--- config.mk ---
export PLATFORM = sky130hd
export DESIGN_NAME = bill_payment_collector
export DESIGN_NICKNAME = d
export VERILOG_FILES = /design/src/rtl/bill_payment_collector.sv
export SDC_FILE = /design/constraint.sdc
export NUM_CORES = 1
export LEC_CHECK = 0
export ABC_CLOCK_PERIOD_IN_PS = 10180
export CORE_ASPECT_RATIO = 0.75
export CORE_MARGIN = 5
export CORE_UTILIZATION = 50
export DETAILED_ROUTE_END_ITERATION = 7
export PLACE_DENSITY = 0.72
export SETUP_SLACK_MARGIN = 0.3
export SLEW_MARGIN = 20
export SYNTH_ARGS = -nofsm -noshare
export SYNTH_HDL_FRONTEND = slang
export SYNTH_SLANG_ARGS = --single-unit
--- constraint.sdc ---
create_clock -name clk -period 10.18 [get_ports clk]
set_input_delay 1.527 -clock clk [delete_from_list [all_inputs] [get_ports clk]]
set_output_delay 1.527 -clock clk [all_outputs]
set_load 0.005 [all_outputs]
--- src/rtl/bill_payment_collector.sv ---
// bill_payment_collector: latches a bill, collects notes, pays greedy change or a cancel refund
module bill_payment_collector (
  input  logic        clk,
  input  logic        rst,
  input  logic        start,
  input  logic [12:0] amount_due,
  input  logic        note_valid,
  input  logic [2:0]  note_code,
  input  logic        cancel,
  input  logic        change_ready,
  output logic        busy,
  output logic [13:0] paid,
  output logic [12:0] balance_due,
  output logic        change_valid,
  output logic [2:0]  change_denom,
  output logic        refund,
  output logic        done
);
  typedef enum logic [1:0] {IDLE, COLLECT, CHANGE, DONE} state_t;
  state_t      state_q;
  logic [12:0] due_q, bal_q, owe;
  logic [13:0] paid_q, rem_q, sum, ovr, dval;
  logic        refund_q, covered;
  logic [2:0]  denom;
  function automatic logic [13:0] val(input logic [2:0] c);
    return c == 3'd0 ? 14'd1 : c == 3'd1 ? 14'd2 : c == 3'd2 ? 14'd5 : c == 3'd3 ? 14'd10 :
           c == 3'd4 ? 14'd20 : c == 3'd5 ? 14'd50 : c == 3'd6 ? 14'd100 : 14'd500;
  endfunction
  always_comb begin
    sum     = paid_q + val(note_code);
    covered = sum >= {1'b0, due_q};
    owe     = due_q - sum[12:0];
    ovr     = sum - {1'b0, due_q};
    denom   = rem_q >= 14'd500 ? 3'd7 : rem_q >= 14'd100 ? 3'd6 : rem_q >= 14'd50 ? 3'd5 :
              rem_q >= 14'd20 ? 3'd4 : rem_q >= 14'd10 ? 3'd3 : rem_q >= 14'd5 ? 3'd2 :
              rem_q >= 14'd2 ? 3'd1 : 3'd0;
    dval    = val(denom);
  end
  always_ff @(posedge clk) begin
    if (rst) begin
      state_q  <= IDLE;
      due_q    <= '0;
      bal_q    <= '0;
      paid_q   <= '0;
      rem_q    <= '0;
      refund_q <= 1'b0;
    end else begin
      case (state_q)
        IDLE: if (start) begin
          due_q    <= amount_due;
          bal_q    <= amount_due;
          paid_q   <= '0;
          refund_q <= 1'b0;
          state_q  <= amount_due == 13'd0 ? DONE : COLLECT;
        end
        COLLECT: if (cancel) begin
          refund_q <= 1'b1;
          rem_q    <= paid_q;
          state_q  <= paid_q != 14'd0 ? CHANGE : DONE;
        end else if (note_valid) begin
          paid_q <= sum;
          bal_q  <= covered ? 13'd0 : owe;
          if (covered) begin
            rem_q   <= ovr;
            state_q <= ovr != 14'd0 ? CHANGE : DONE;
          end
        end
        CHANGE: if (change_ready) begin
          rem_q <= rem_q - dval;
          if (rem_q == dval) state_q <= DONE;
        end
        DONE: state_q <= IDLE;
        default: state_q <= IDLE;
      endcase
    end
  end
  assign busy         = state_q == COLLECT || state_q == CHANGE;
  assign change_valid = state_q == CHANGE;
  assign change_denom = change_valid ? denom : 3'd0;
  assign done         = state_q == DONE;
  assign paid         = paid_q;
  assign balance_due  = bal_q;
  assign refund       = refund_q;
endmodule

==> flow_metrics.tcl <==
set metrics [dict create \
    layout_setup_ws_ps 3630 \
    horizontal_die_dimension_microns 130 \
    rsz0062_at_grt "no" \
    place_congestion 0.916 \
    final.period_utilization_pct 64.3 \
    tritoncts "done" \
    path_max_fanout 11 \
    ff_latch_area_sq_um 1140 \
    timing_worst_slew_pin_value_ps 1150 \
    power.density_cell_area_nw_per_um2 312 \
    multi_input_comb_area_sq_um 3850 \
    gate_count_post_synth 712 \
    cts_hold_buffers 0 \
    avgSynthCellArea_sq_um 7.53 \
    irDropWorstVdd_mv 0.164 \
    achievable-frequency_mhz 153 \
    via_total_after_detailed_routing 5469 \
    critical_path_arrival_ps 6810 \
    nature_of_the_critical_path_endpoint "register" \
    cellLeakagePower_nw 2.43 \
    tritoncts.num_buffers 9 \
    timing_worst_setup_path_type "primary input to register" \
    syn_to_final_growth_pct 16.6 \
    layout.nets 814 \
    worst_skew_pair.late_latency_ps 340 \
    worstHoldPathType "register to register" \
    yosys_most_used_dff "dfxtp_1" \
    avgViaCountPerCell 6.19 \
    remaining_design_rule_violation_count 0 \
    register_to_register_setup_slack_ps 5290 \
    post-place-cells 868 \
    antenna_cells_inserted 0 \
    clock_tree.buffer_depth 2 \
    design.core.area_sq_um 10400 \
    timing.max_slew.rel_slack_pct 22.6 \
    dpl_worst_slack_ps 3430 \
    timing.max_cap.violations 0 \
    antenna_found_initial 0 \
    instances_no_fill 883 \
    fraction_of_the_yosys_area_taken_by_sequential_cells_pct 21.3 \
    finalClockSkew_ps 8.72 \
    layout_min_cycle_time_ps 6550 \
    slew_viol_final 0 \
    yosys_register_bits 57 \
    ant_nets 0 \
    number_of_clock_sinks 57 \
    cts_resized 0 \
    route.detailed.wl_per_inst_microns 18.3 \
    initialDrtViolationCount 581 \
    placement_rows 32 \
    outcome "completed" \
    clk_pin_slew_worst_paths_ps 50 \
    grt_use_total_pct 25.6 \
    yosysWarningCount 0 \
    vias_in_the_first_global_route 5181 \
    die_area_sq_um 12900 \
    globalRouteOverflowTotal 0 \
    drt_wl_total_microns 16200 \
    synthesis.area_sq_um 5360 \
    detail_route.first_pass.iterations 5 \
    timing.setup.tns_ps 0 \
    cts.root.buffer_cell "clkbuf_16" \
    proportion_of_layout_cells_with_a_drive_suffix_above_1_pct 6.96 \
    synth_edf_count 0 \
    grt_start_max_net_pins 58 \
    boundaryPins 56 \
    synth_nets 783 \
    cts_h_tree_depth 3 \
    yosys.cell_types.count 79 \
    hold_viol_final 0 \
    synthArstFlopShare_pct 0 \
    floorplan.initialDensity_pct 51.7 \
    dpl.hpwl_microns 12100 \
    setup.worst_path.start_class "primary input" \
    io_buffer_count 55 \
    post_cts_setup_buffer_count 0 \
    critical_path_required_ps 10440 \
    num-fill-cells 940 \
    setup-violations-final 0 \
    first_pass_grt_wire_length_microns 26600 \
    fp.dieH_microns 99.7 \
]
==> final timing paths <==
| path | depth (start not counted) | to | startpoint |
|---|---|---|---|
| worst min-delay path | 2 | rem_q[11] | rem_q[11] |
| worst min register to register | 2 | rem_q[11] | rem_q[11] |
| worst max-delay path | 18 | balance_due[8] | note_code[0] |
| worst max register to register | 18 | balance_due[8] | paid[0] |
==> metal layers <==
layer	track usage [%]	share of wire, %	vias up
met5	0	0	-
met4	6.79	1.5	0
met3	6.60	9.0	28
met2	35.9	40	229
met1	38.6	49	2587
li1	-	-	2625
==> flip-flops by register name (all words and copies together) (netlist names) <==
| name | flops |
|---|---|
| balance_due | 13 |
| paid | 14 |
| refund | 1 |
| due_q | 13 |
| rem_q | 14 |
| state_q | 2 |
==> stage by stage <==
stage	util, %	hold WS (ps)	power, mW	cell area, sq um
6_report	60.3	460	1.95	6250
5_1_grt	60.3	500	2.11	6250
3_5_place_dp	57.2	458	1.59	5930
3_3_place_gp	57.1	447	1.56	5930
4_1_cts	60.3	467	1.93	6250
2_1_floorplan	-	433	1.27	5360
==> cells in the final DEF (no fill, tap or decap), types with 6 or more instances in the layout <==
cell             count
ha_1                45
nor3_1              22
a22oi_1             13
xnor2_1             20
clkbuf_16            9
inv_1               55
xor2_1               7
a21oi_1             66
nand3b_1             8
nor2b_1             10
and2_1               6
a211oi_1             7
dfxtp_1             57
nand3_1             17
nor2_1              59
or2_2                7
nand4_1             10
o21a_1               9
o21ai_0             39
nor3b_1             13
a221oi_2             6
a21boi_0             7
a221oi_1             7
nand2b_1            12
or3_1                7
and3_1               6
nand2_1             63
clkdlybuf4s50_1     54
a21o_1               9
==> critical path, cell delays in order <==
cell and delay [ps]:
clkdlybuf4s50_1 590, inv_1 100, maj3_1 340, ha_1 350, o21ai_0 130, o21ai_1 180
o2111ai_1 220, o21ai_0 480, xor2_1 290, ha_1 410, a21oi_1 200, o21a_1 160
nand2b_1 110, a21boi_0 120, or3_4 370, nor3_2 850, nand3b_1 160, a21oi_1 180
==> final cells by class <==
type | instances | share of cell area, %
tap | 136 | 2.72
inverter | 55 | 3.30
timing repair buffer | 57 | 9.01
multi-input combinational | 563 | 61.6
sequential | 57 | 18.3
clock buffer | 10 | 3.82
clock inverter | 5 | 1.28
==> cell families (layout without fill, tap and decap cells) <==
family	count (synthesis)	count (layout)	synth area share, %
adders and majority gates	50	50	12.2
xor gates and xnor gates	29	29	5.02
AOI/OAI and AO/OA	215	215	27.7
DFF	57	57	21.3
buffers and inverters	92	127	7.00
and+or+nand+nor	265	265	26.0
muxes	4	4	0.793
==> report_power, final <==
part | total [mW] | internal [mW] | switching (mW) | leakage, nW
Sequential | 0.333 | 0.275 | 0.0582 | 0.465
Combinational | 1.29 | 0.524 | 0.766 | 1.82
Clock | 0.329 | 0.219 | 0.111 | 0.151
Total | 1.95 | 1.02 | 0.935 | 2.43
==> Yosys cell counts (3+ instances only) <==
master	number	area [sq um]
a211oi_1	7	52.6
a21boi_0	7	52.6
a21o_1	9	67.6
a21oi_1	66	330
a221oi_1	7	61.3
a221oi_2	6	90.1
a22oi_1	13	97.6
a311oi_1	4	35.0
and2_1	6	37.5
and3_1	6	37.5
buf_2	7	35.0
clkbuf_1	23	86.3
dfxtp_1	57	1140
fa_1	4	80.1
ha_1	45	563
inv_1	55	206
nand2_1	63	236
nand2b_1	12	75.1
nand3_1	17	85.1
nand3b_1	8	60.1
nand4_1	10	62.6
nor2_1	60	225
nor2b_1	10	62.6
nor3_1	22	110
nor3b_1	13	97.6
nor4_1	5	31.3
o211a_1	4	40.0
o211ai_1	3	22.5
o21a_1	9	67.6
o21ai_0	39	195
o21ai_1	4	20.0
o21bai_1	4	30.0
o31ai_1	5	37.5
o32ai_1	3	26.3
or2_2	7	43.8
or3_1	7	43.8
xnor2_1	20	175
xor2_1	7	61.3
Note: power is estimated with default switching activity, not from simulation.
